<file path="src/rtl/eq3_autosolver.sv">
// eq3_autosolver: solves a 2x2 linear system with Cramer's rule and sends x, y to a receiver.
// Optional feature macro: EQ3_AUTOSOLVE_VERIFY_EN (wait for the receiver's 'correct' after sending y).
module eq3_autosolver #(
    parameter int unsigned HOLD_CYCLES = 4,
    parameter int unsigned GAP_CYCLES  = 4,
    parameter int unsigned ACK_TIMEOUT = 64
) (
    input  logic       Clock,
    input  logic       Reset,
    input  logic       start,
    input  logic [7:0] a1,
    input  logic [7:0] b1,
    input  logic [7:0] c1,
    input  logic [7:0] a2,
    input  logic [7:0] b2,
    input  logic [7:0] c2,
    input  logic       correct,
    output logic       Go,
    output logic [7:0] DataIn,
    output logic       busy,
    output logic       done,
    output logic       error
);

    localparam int unsigned DW        = 8;
    localparam int unsigned PW        = 16;
    localparam int unsigned NW        = 17;
    localparam int unsigned CW        = 16;
    localparam int unsigned DIV_STEPS = 16;

    typedef enum logic [3:0] {
        S_IDLE, S_CALC, S_DIVX, S_DIVY, S_SEND_X, S_GAP_X,
        S_SEND_Y, S_GAP_Y, S_WAIT_ACK, S_DONE, S_ERR
    } state_t;

    state_t        state_q, state_d;
    logic [CW-1:0] cnt_q, cnt_d;
    logic [DW-1:0] a1_q, b1_q, c1_q, a2_q, b2_q, c2_q;
    logic [DW-1:0] a1_d, b1_d, c1_d, a2_d, b2_d, c2_d;
    logic [PW-1:0] dsr_q, dsr_d;
    logic [PW-1:0] numy_q, numy_d;
    logic [PW-1:0] div_q, div_d;
    logic [PW-1:0] rem_q, rem_d;
    logic [DW-1:0] x_q, x_d, y_q, y_d;
    logic          go_q, go_d, busy_q, busy_d, done_q, done_d, err_q, err_d;
    logic [DW-1:0] data_q, data_d;

    logic [PW-1:0] p_a1b2_c, p_a2b1_c, p_c1b2_c, p_c2b1_c, p_a1c2_c, p_a2c1_c;
    logic [NW-1:0] det_c, nx_c, ny_c;
    logic [PW-1:0] det_abs_c, nx_abs_c, ny_abs_c;
    logic          bad_sign_c;
    logic [NW-1:0] shifted_c;
    logic          ge_c;
    logic [PW-1:0] rem_n_c, quot_c;

`ifndef EQ3_AUTOSOLVE_VERIFY_EN
    logic [16:0] unused_verify;
    assign unused_verify = {correct, 16'(ACK_TIMEOUT)};
`endif

    // Cramer determinants (two's complement, 17 bits) and their magnitudes
    always_comb begin
        p_a1b2_c   = 16'(a1_q) * 16'(b2_q);
        p_a2b1_c   = 16'(a2_q) * 16'(b1_q);
        p_c1b2_c   = 16'(c1_q) * 16'(b2_q);
        p_c2b1_c   = 16'(c2_q) * 16'(b1_q);
        p_a1c2_c   = 16'(a1_q) * 16'(c2_q);
        p_a2c1_c   = 16'(a2_q) * 16'(c1_q);
        det_c      = {1'b0, p_a1b2_c} - {1'b0, p_a2b1_c};
        nx_c       = {1'b0, p_c1b2_c} - {1'b0, p_c2b1_c};
        ny_c       = {1'b0, p_a1c2_c} - {1'b0, p_a2c1_c};
        det_abs_c  = det_c[16] ? 16'(-det_c) : det_c[15:0];
        nx_abs_c   = nx_c[16]  ? 16'(-nx_c)  : nx_c[15:0];
        ny_abs_c   = ny_c[16]  ? 16'(-ny_c)  : ny_c[15:0];
        bad_sign_c = ((nx_c != '0) && (nx_c[16] != det_c[16])) ||
                     ((ny_c != '0) && (ny_c[16] != det_c[16]));
    end

    // One restoring-division step: shift in the next dividend bit, subtract if it fits
    always_comb begin
        shifted_c = {rem_q, div_q[PW-1]};
        ge_c      = shifted_c >= {1'b0, dsr_q};
        rem_n_c   = ge_c ? 16'(shifted_c - {1'b0, dsr_q}) : shifted_c[15:0];
        quot_c    = {div_q[PW-2:0], ge_c};
    end

    // Next-state, datapath and output decode
    always_comb begin
        state_d = state_q;
        cnt_d   = cnt_q;
        a1_d = a1_q; b1_d = b1_q; c1_d = c1_q;
        a2_d = a2_q; b2_d = b2_q; c2_d = c2_q;
        dsr_d   = dsr_q;
        numy_d  = numy_q;
        div_d   = div_q;
        rem_d   = rem_q;
        x_d     = x_q;
        y_d     = y_q;

        case (state_q)
            S_IDLE: begin
                if (start) begin
                    a1_d = a1; b1_d = b1; c1_d = c1;
                    a2_d = a2; b2_d = b2; c2_d = c2;
                    cnt_d   = '0;
                    state_d = S_CALC;
                end
            end
            S_CALC: begin
                cnt_d = '0;
                if ((det_c == '0) || bad_sign_c) begin
                    state_d = S_ERR;
                end else begin
                    dsr_d   = det_abs_c;
                    div_d   = nx_abs_c;
                    numy_d  = ny_abs_c;
                    rem_d   = '0;
                    state_d = S_DIVX;
                end
            end
            S_DIVX, S_DIVY: begin
                div_d = quot_c;
                rem_d = rem_n_c;
                cnt_d = cnt_q + CW'(1);
                if (cnt_q == CW'(DIV_STEPS - 1)) begin
                    cnt_d = '0;
                    if ((rem_n_c != '0) || (quot_c[15:8] != 8'd0)) begin
                        state_d = S_ERR;
                    end else if (state_q == S_DIVX) begin
                        x_d     = quot_c[7:0];
                        div_d   = numy_q;
                        rem_d   = '0;
                        state_d = S_DIVY;
                    end else begin
                        y_d     = quot_c[7:0];
                        state_d = S_SEND_X;
                    end
                end
            end
            S_SEND_X, S_SEND_Y: begin
                cnt_d = cnt_q + CW'(1);
                if (cnt_q == CW'(HOLD_CYCLES - 1)) begin
                    cnt_d   = '0;
                    state_d = (state_q == S_SEND_X) ? S_GAP_X : S_GAP_Y;
                end
            end
            S_GAP_X: begin
                cnt_d = cnt_q + CW'(1);
                if (cnt_q == CW'(GAP_CYCLES - 1)) begin
                    cnt_d   = '0;
                    state_d = S_SEND_Y;
                end
            end
            S_GAP_Y: begin
                cnt_d = cnt_q + CW'(1);
                if (cnt_q == CW'(GAP_CYCLES - 1)) begin
                    cnt_d = '0;
`ifdef EQ3_AUTOSOLVE_VERIFY_EN
                    state_d = S_WAIT_ACK;
`else
                    state_d = S_DONE;
`endif
                end
            end
            S_WAIT_ACK: begin
`ifdef EQ3_AUTOSOLVE_VERIFY_EN
                cnt_d = cnt_q + CW'(1);
                if (correct) begin
                    cnt_d   = '0;
                    state_d = S_DONE;
                end else if (cnt_q == CW'(ACK_TIMEOUT - 1)) begin
                    cnt_d   = '0;
                    state_d = S_ERR;
                end
`else
                cnt_d   = '0;
                state_d = S_IDLE;
`endif
            end
            S_DONE, S_ERR: begin
                if (!start) state_d = S_IDLE;
            end
            default: begin
                cnt_d   = '0;
                state_d = S_IDLE;
            end
        endcase

        // Outputs follow the current state one cycle later, through registers
        go_d   = (state_q == S_SEND_X) || (state_q == S_SEND_Y);
        data_d = '0;
        if ((state_q == S_SEND_X) || (state_q == S_GAP_X)) data_d = x_q;
        if ((state_q == S_SEND_Y) || (state_q == S_GAP_Y)) data_d = y_q;
        busy_d = !((state_q == S_IDLE) || (state_q == S_DONE) || (state_q == S_ERR));
        done_d = (state_q == S_DONE);
        err_d  = (state_q == S_ERR);
    end

    // State and datapath registers with synchronous reset
    always_ff @(posedge Clock) begin
        if (Reset) begin
            state_q <= S_IDLE;
            cnt_q   <= '0;
            a1_q <= '0; b1_q <= '0; c1_q <= '0;
            a2_q <= '0; b2_q <= '0; c2_q <= '0;
            dsr_q   <= '0;
            numy_q  <= '0;
            div_q   <= '0;
            rem_q   <= '0;
            x_q     <= '0;
            y_q     <= '0;
            go_q    <= 1'b0;
            data_q  <= '0;
            busy_q  <= 1'b0;
            done_q  <= 1'b0;
            err_q   <= 1'b0;
        end else begin
            state_q <= state_d;
            cnt_q   <= cnt_d;
            a1_q <= a1_d; b1_q <= b1_d; c1_q <= c1_d;
            a2_q <= a2_d; b2_q <= b2_d; c2_q <= c2_d;
            dsr_q   <= dsr_d;
            numy_q  <= numy_d;
            div_q   <= div_d;
            rem_q   <= rem_d;
            x_q     <= x_d;
            y_q     <= y_d;
            go_q    <= go_d;
            data_q  <= data_d;
            busy_q  <= busy_d;
            done_q  <= done_d;
            err_q   <= err_d;
        end
    end

    assign Go     = go_q;
    assign DataIn = data_q;
    assign busy   = busy_q;
    assign done   = done_q;
    assign error  = err_q;

endmodule

</file>
<file path="config.mk">
export PLATFORM = sky130hd
export DESIGN_NAME = eq3_autosolver
export DESIGN_NICKNAME = d
export VERILOG_FILES = /design/src/rtl/eq3_autosolver.sv
export SDC_FILE = /design/constraint.sdc
export NUM_CORES = 1
export LEC_CHECK = 0
export CAP_MARGIN = 20
export CORE_MARGIN = 10
export CORE_UTILIZATION = 50
export DETAILED_ROUTE_END_ITERATION = 8
export DONT_BUFFER_PORTS = 1
export SETUP_SLACK_MARGIN = 0.5
export SYNTH_ARGS = -nofsm -noshare
export SYNTH_HDL_FRONTEND = slang
export SYNTH_SLANG_ARGS = --single-unit
</file>
<file path="constraint.sdc">
create_clock -name Clock -period 9.5 [get_ports Clock]
set_clock_uncertainty 0.2 [all_clocks]
set_input_delay 1.9 -clock Clock [delete_from_list [all_inputs] [get_ports Clock]]
set_output_delay 1.9 -clock Clock [all_outputs]
set_load 0.005 [all_outputs]
</file>
After elaboration in Yosys (flattened, before gate mapping)
Index checks and enable logic that the tools add are counted.
{"block": "totals", "reg_bits": 160, "inputBits": 52, "output_inout_bits": 12, "word_cells": 118}
{"block": "op_classes", "add_sub_neg": 8, "multipliers": 6, "n_lt_le_gt_ge": 1, "eq_ne": 20, "n_mux": 31, "bitwise_logic": 4, "reduce_logical": 29}
{"cell": "two-way mux 16 bit", "n": 15}
{"cell": "multiplier 8 x 8 -> 16 bit", "n": 6}
{"cell": "one-hot mux 16 bit (2 select lines)", "n": 2}
{"cell": "one-hot mux 16 bit (4 select lines)", "n": 1}
{"cell": "subtractor 16 x 16 -> 17 bit", "n": 3}
{"cell": "negator 16 bit", "n": 3}
{"cell": "nonzero test 17 bit", "n": 2}
{"cell": "two-way mux 4 bit", "n": 8}
{"cell": "one-hot mux 4 bit (7 select lines)", "n": 1}
{"cell": ">= comparator 17 x 16 -> 1 bit", "n": 1}
{"cell": "logical NOT 17 bit", "n": 1}
{"cell": "adder 16 x 1 -> 16 bit, second input constant", "n": 1}
{"cell": "equality test 16 x 2 -> 1 bit, second input constant", "n": 1}
{"cell": "equality test 16 x 4 -> 1 bit, second input constant", "n": 1}
{"cell": "equality test 4 x 3 -> 1 bit, second input constant", "n": 4}
{"cell": "two-way mux 8 bit", "n": 2}
{"cell": "nonzero test 16 bit", "n": 1}
{"cell": "subtractor 16 bit", "n": 1}
{"cell": "inequality test 2 bit, second input constant", "n": 7}
{"cell": "equality test 4 x 2 -> 1 bit, second input constant", "n": 2}
{"cell": "equality test 4 bit, second input constant", "n": 2}
{"cell": "logical OR 1 bit", "n": 8}
{"cell": "AND reduction 2 bit", "n": 4}
{"cell": "AND reduction 4 bit", "n": 2}
{"cell": "other kinds (13)", "n": 20}

Longest topological paths before layout
Gate-level depths: netlist of the first run.
{"block": "depth", "word_depth": 8, "mapped_depth": 27, "mapped_depth_nobuf": 24}

Worst setup path after synthesis of the first run
Ideal clock, no wire load.
{"block": "synth_path", "path_kind": "flip-flop to flip-flop", "startpoint": "register a1_q[2]", "endpoint": "register rem_q[14]", "setup_time_ns": 0.068, "arrival_ns": 6.760, "path_slack_ns": 2.472, "path_stages_with_launch": 25, "n_path_buf": 3, "synth_period_minus_slack_ns": 7.028, "path_cell_list": "dfxtp_1 clkbuf_1 nand2_1 fa_1 inv_1 fa_1 inv_1 fa_1 fa_1 fa_1 fa_1 inv_1 ha_1 buf_2 nand2_1 or3_1 a21oi_1 xnor2_1 nand4_2 nor4_2 or4b_4 o211a_4 a211oi_4 buf_6 o2bb2ai_2"}
{"block": "synth_between", "elab_chain_cells": 8, "elab_cells_between_ends": 14, "cone_classes": "add/sub: 2; mul: 2; eq/ne: 3; reduce/logical: 7"}
{"element": "start, declared", "line": "38", "text": "logic [DW-1:0] a1_q, b1_q, c1_q, a2_q, b2_q, c2_q;"}
{"element": "start signal, assigned", "line": "204", "text": "a1_q <= '0; b1_q <= '0; c1_q <= '0;"}
{"element": "start signal, assigned", "line": "220", "text": "a1_q <= a1_d; b1_q <= b1_d; c1_q <= c1_d;"}
{"element": "multiplier 8 x 8 -> 16 bit (on tied branches)", "line": "67, 63"}
{"element": "subtractor 16 x 16 -> 17 bit (on tied branches)", "line": "71, 69"}
{"element": "nonzero test 17 bit (tied with other cells)", "line": "76", "text": "((ny_c != '0) && (ny_c[16] != det_c[16]));"}
{"element": "logical AND 1 bit (on tied branches)", "line": "76, 75"}
{"element": "logical OR 1 bit", "line": "75", "text": "bad_sign_c = ((nx_c != '0) && (nx_c[16] != det_c[16])) ||"}
{"element": "logical OR 1 bit (*)", "line": "111", "text": "if ((det_c == '0) || bad_sign_c) begin"}
{"element": "inequality test 2 bit (no source line) (*)"}
{"element": "AND reduction 2 bit (no source line) (*)"}
{"element": "end signal, assigned", "line": "225", "text": "rem_q <= rem_d;"}
{"element": "end, declared", "line": "43", "text": "logic [PW-1:0] rem_q, rem_d;"}
Mark *: on every way between the ends. The rest lies on a longest branch, timed or not.
A chain may end at the register's enable or synchronous reset.

Final worst setup path of the first run
{"block": "layout_path", "startpoint": "register a1_q[4]", "endpoint": "register rem_q[7]"}
Same word-level chain as after synthesis.

==> results.toml, run 1 <==
[timing]
hold_violations = 0
fmax_mhz = 119
finalSetupTns_ns = 0
whs_ns = 0.258
maxSlewHeadroom_pct = 36.3
finalSetupViolations = 0
min_period_over_period_pct = 88.8
finalCriticalPeriod_ns = 8.43
rsz0062_at_grt = "no"
finalMaxSlewViolations = 0
tightestPinTransition_ns = 0.949

[drt]
wl_mm = 57.4
vias_per_cell = 5.59
first_iter_violations = 973
drtAntennaViolNets = 0
firstDrtPassIters = 5
drc = 0
num_vias = 17700
wl_per_cell_um = 18.1

[grt]
grt.overflow.total = 0
grt_use_total_pct = 21.9
grt_antenna_before_repair = 0
grt_pass1_wl_mm = 94.7
grt_max_degree = 122
grt_pass1_vias = 18100

[min_path]
hp-class = "register to register"
hold_end = "x_q[6]"
worstHoldStart = "x_q[6]"
hold_depth = 2

[clock_network]
cts_resized = 0
clock_latency_ns = 0.48
cts.clk_slew.worst_paths_ns = 0.07
cts-hold-fix-buffers = 0
cts_root_buf = "clkbuf_16"
numCtsBuffers = 17
numClockSinks = 160
cts_setup_buffers = 0
clock_path_buffers = 2
htreeDepth = 4
cts_tree = "yes"

[worst_setup_path]
r2r_slack_ns = 1.07
cp_data_required_time_ns = 9.69
crit_path_end_kind = "register"
r2r-end = "rem_q[7]"
worstSetupStartpointType = "register"
worstRegToRegCells = 21
crit_arrival_ns = 8.62
critPathLaunch = "a1_q[4]"
reg2reg_from = "a1_q[4]"
cp_max_fo = 49
crit_type = "register to register"

[placement]
io_buffers = 0
dp.cells = 3138
hpwlAfterDp_mm = 43.6
gp_congestion = 0.867

[cells_and_area]
final_cell_mix = "404 x inv_1, 329 x nand2_1, 298 x fa_1"
multiInputGateArea_um2 = 17300
regArea_um2 = 3200
syn_to_final_growth_pct = 4.50
layout_commonest_cell = "inv_1"
finalNetCount = 3134
fillers = 4191
layout-drive-gt1-share_pct = 4.19
stdcell_count = 3171
antenna_cells = 0

[yosys]
yosys_warnings = 0
async_flop_share_pct = 0
avgSynthCellArea_um2 = 8.49
synth_cell_type_count = 97
synth_seq_area_share_pct = 14.2
synth-seq-cells = 160
syn_inst = 2650
synth_edf_count = 0
synth_ff_type = "dfxtp_1"
synthesis.area_um2 = 22500
syn-num-nets = 3218

[floorplanning]
die_w_um = 232
fp.dieH_um = 232
row_count = 77
initial_utilization_pct = 50.8
core_um2 = 44300
ios = 64
die_area_um2 = 53900

[job]
maxCapViolCount = 0

[run_status]
status = "completed"
-- kinds of logic (layout without fill, tap and decap cells) --
kind of cell	count (synthesis)	after routing	synth area share [%]
AO/OA/AOI/OAI	416	416	12.6
flip-flops	160	160	14.2
XOR/XNOR	97	97	3.78
multiplexers	36	36	1.62
buffers and inverters	531	460	9.13
AND/OR/NAND/NOR	894	894	20.0
adder cells (fa/ha/maj)	516	516	38.6
-- metrics by stage --
stage | cell area [µm²] | worst slack, ns | util, %
after floorplan | 22500 | 2.47 | -
after global placement | 22900 | 1.25 | 51.6
after detailed placement | 22900 | 1.14 | 51.6
after CTS | 23500 | 1.08 | 53.0
after global routing | 23500 | 0.576 | 53.1
final | 23500 | 1.07 | 53.1
-- critical path, cell delays in order (launching register included) --
cell	delay, ns
dfxtp_1	0.82
buf_4	0.28
and2_1	0.16
fa_1	0.45
fa_1	0.54
inv_1	0.05
fa_1	0.49
fa_1	0.57
fa_1	0.43
fa_1	0.49
inv_1	0.04
ha_1	0.43
nand2_1	0.10
or3_1	0.37
a21oi_1	0.18
xnor2_1	0.24
nand4_2	0.19
nor4_2	0.34
or4b_4	0.56
o211a_4	0.35
a211oi_4	0.86
o2bb2ai_1	0.19
-- how the worst max path moves through the flow --
stage | end | cells after the start | slack (ns)
global placement | rem_q[6] | 21 | 1.25
CTS | rem_q[7] | 21 | 1.08
finish | rem_q[7] | 21 | 1.07
floorplan | rem_q[14] | 24 | 2.47
detailed placement | rem_q[7] | 21 | 1.14
global route | rem_q[7] | 21 | 0.58
-- cell usage after synthesis, drive strengths merged (11+ instances only) --
library cell	instances	area share, %
nor2	131	2.2
nor2b	14	0.39
and2	227	6.3
mux2i	32	1.4
nand3	46	1.0
o31ai	12	0.48
nor3	39	0.99
dfxtp	160	14
nand4	18	0.56
a21oi	155	3.5
or3	16	0.47
nand2	329	5.5
buf	29	0.75
fa	298	27
xnor2	53	2.1
o21ai	68	1.5
a211oi	34	1.2
ha	218	12
a21o	13	0.43
clkbuf	96	1.6
o2bb2ai	15	0.86
nand2b	12	0.33
inv	404	6.7
a31oi	21	0.58
nor3b	11	0.42
xor2	44	1.7
-- per-layer routing --
layer	share of wire [%]	wire length, µm	vias to the layer above	global-route usage [%]
li1	-	-	8411	-
met1	46	26200	8753	29.3
met2	46	26400	487	35.5
met3	6.2	3550	80	4.15
met4	2.1	1230	0	5.86
met5	0	0	-	0
-- state kept, by name, summed over array words and instances, names as in the netlist --
register / cells
rem_q: 16
DataIn: 8
a1_q: 8
Go: 1
error: 1
div_q: 16
numy_q: 16
c1_q: 8
state_q: 4
b1_q: 8
dsr_q: 16
a2_q: 8
c2_q: 8
b2_q: 8
y_q: 8
busy: 1
cnt_q: 16
x_q: 8
done: 1
-- layout make-up --
| class | count | area share, % |
|---|---|---|
| well taps | 592 | 3.15 |
| clock buffers | 21 | 2.00 |
| inverters | 406 | 6.48 |
| repair buffers | 22 | 0.756 |
| multi-input cells | 1959 | 73.4 |
| flip-flops and latches | 160 | 13.6 |
| clock inverters | 11 | 0.617 |
Power of run 1 is left out: the tool's default activity adds up to more than one toggle a clock period on the data nets, which glitch-free logic cannot reach.
==> run 2, diff against run 1 <==
Settings changed: SKIP_LAST_GASP from default to 1.
==> results of run 2 <==
Final layout, timing and power as in run 1 (identical DEF).
Power of run 2 is left out for the same reason.
==> run 3, diff against run 2 <==
Clock period 9.5 ns to 7.86 ns, I/O delays scaled along.
==> results.toml, run 3 (synthesized netlist as in run 1, its figures left out) <==
[worst_setup_path]
worstRegToRegCells = 25
crit_path_end_kind = "register"
crit_arrival_ns = 7.37
r2r-end = "rem_q[7]"
r2r_slack_ns = 0.68
cp_data_required_time_ns = 8.05
crit_type = "register to register"
cp_max_fo = 8
reg2reg_from = "a1_q[2]"
worstSetupStartpointType = "register"

[drt]
drc = 0
wl_per_cell_um = 18.1
first_iter_violations = 1094
firstDrtPassIters = 5
drtAntennaViolNets = 0
vias_per_cell = 5.51
wl_mm = 59.3
num_vias = 18000

[min_path]
hp-class = "register to register"
hold_depth = 2
hold_end = "x_q[6]"
worstHoldStart = "x_q[6]"

[timing]
maxSlewHeadroom_pct = 33.1
finalSetupTns_ns = 0
fmax_mhz = 139
tightestPinTransition_ns = 0.997
finalSetupViolations = 0
rsz0062_at_grt = "yes"
hold_violations = 0
min_period_over_period_pct = 91.4
finalCriticalPeriod_ns = 7.18
finalMaxSlewViolations = 0

[placement]
gp_congestion = 0.889
hpwlAfterDp_mm = 46.3
io_buffers = 0

[grt]
grt_pass1_vias = 18300
grt.overflow.total = 0
grt_antenna_before_repair = 0
grt_max_degree = 122
grt_pass1_wl_mm = 97.8
grt_use_total_pct = 22.5

[cells_and_area]
finalNetCount = 3240
layout-drive-gt1-share_pct = 11.2
antenna_cells = 0
syn_to_final_growth_pct = 10.5
final_cell_mix = "401 x inv_1, 328 x nand2_1, 297 x fa_1"
layout_commonest_cell = "inv_1"

[clock_network]
cts.clk_slew.worst_paths_ns = 0.07
cts_tree = "yes"
cts_root_buf = "clkbuf_16"
clock_path_buffers = 2
clock_latency_ns = 0.47
htreeDepth = 4
numClockSinks = 160
numCtsBuffers = 17

[floorplanning]
ios = 64
fp.dieH_um = 232
die_w_um = 232
core_um2 = 44300
die_area_um2 = 53900
row_count = 77
initial_utilization_pct = 50.8

[run_status]
status = "completed"

[job]
maxCapViolCount = 0
-- run 3: cell count changes in the layout (fill, tap and decap cells not counted), sizes merged --
cell	change
clkinvlp	+2
bufinv	-1
inv	-1
clkinv	+1
clkbuf	-1
buf	+105
-- run 3: stage by stage --
stage,setup WS (ns),utilization (%),instance area [µm²],hold WS [ns],cells
after floorplan,0.832,-,22500,0.236,2650
after CTS,0.501,54.6,24200,0.250,3240
after detailed placement,0.101,52.6,23300,0.241,3196
final,0.679,56.1,24900,0.256,3276
after global routing,0.404,56.1,24900,0.286,3276
after global placement,0.228,52.6,23300,0.239,3196
-- run 3: worst max-delay path by stage --
stage	cells past startpoint	slack [ns]	start	end
after floorplan	24	0.83	a1_q[2]	rem_q[14]
after global placement	25	0.23	a1_q[5]	dsr_q[0]
after detailed placement	23	0.10	a1_q[5]	dsr_q[10]
after CTS	24	0.50	a1_q[5]	div_q[2]
after global routing	23	0.40	a1_q[5]	div_q[2]
final	25	0.68	a1_q[2]	rem_q[7]
-- run 3: area by class of cell --
cell class	count	area, µm²
Timing Repair Buffer	128	1090
Multi-Input combinational cell	1959	17600
Inverter	406	1520
Tap cell	592	741
Clock inverter	12	126
Clock buffer	19	453
Sequential cell	160	3300
Fill cell	4124	19500
-- run 3: per-layer routing --
metal	vias to the layer above	global-route usage (%)	part of all wire, %
met5	-	0	0
met4	0	6.31	2.3
met3	65	3.57	5.4
met2	445	36.2	47
met1	8910	30.7	46
li1	8623	-	-
-- run 3: timing repair --
item	CTS	global route
hold buffers	0	0
pin swaps	6	44
setup buffers	12	35
endpoints found under the setup margin	65	65
resized for setup	63	87
gates cloned	1	0
-- run 3: worst max-delay path, cell delays in order, from the launching register on --
cell and delay [ns]:
dfxtp_4 0.43, buf_4 0.19, nand2_1 0.08, fa_1 0.49, fa_1 0.56, inv_2 0.04, fa_1 0.49, inv_1 0.05
fa_1 0.46, fa_1 0.51, fa_1 0.53, inv_2 0.05, ha_4 0.24, clkbuf_2 0.14, nor3b_1 0.15, o21a_1 0.14
nor3_4 0.17, nor3b_4 0.27, nand4_4 0.15, nor4_4 0.32, or4b_4 0.56, o211a_4 0.20, a211oi_4 0.26, buf_4 0.16
buf_12 0.12, o2bb2ai_1 0.11
Power of run 3 is left out for the same reason.
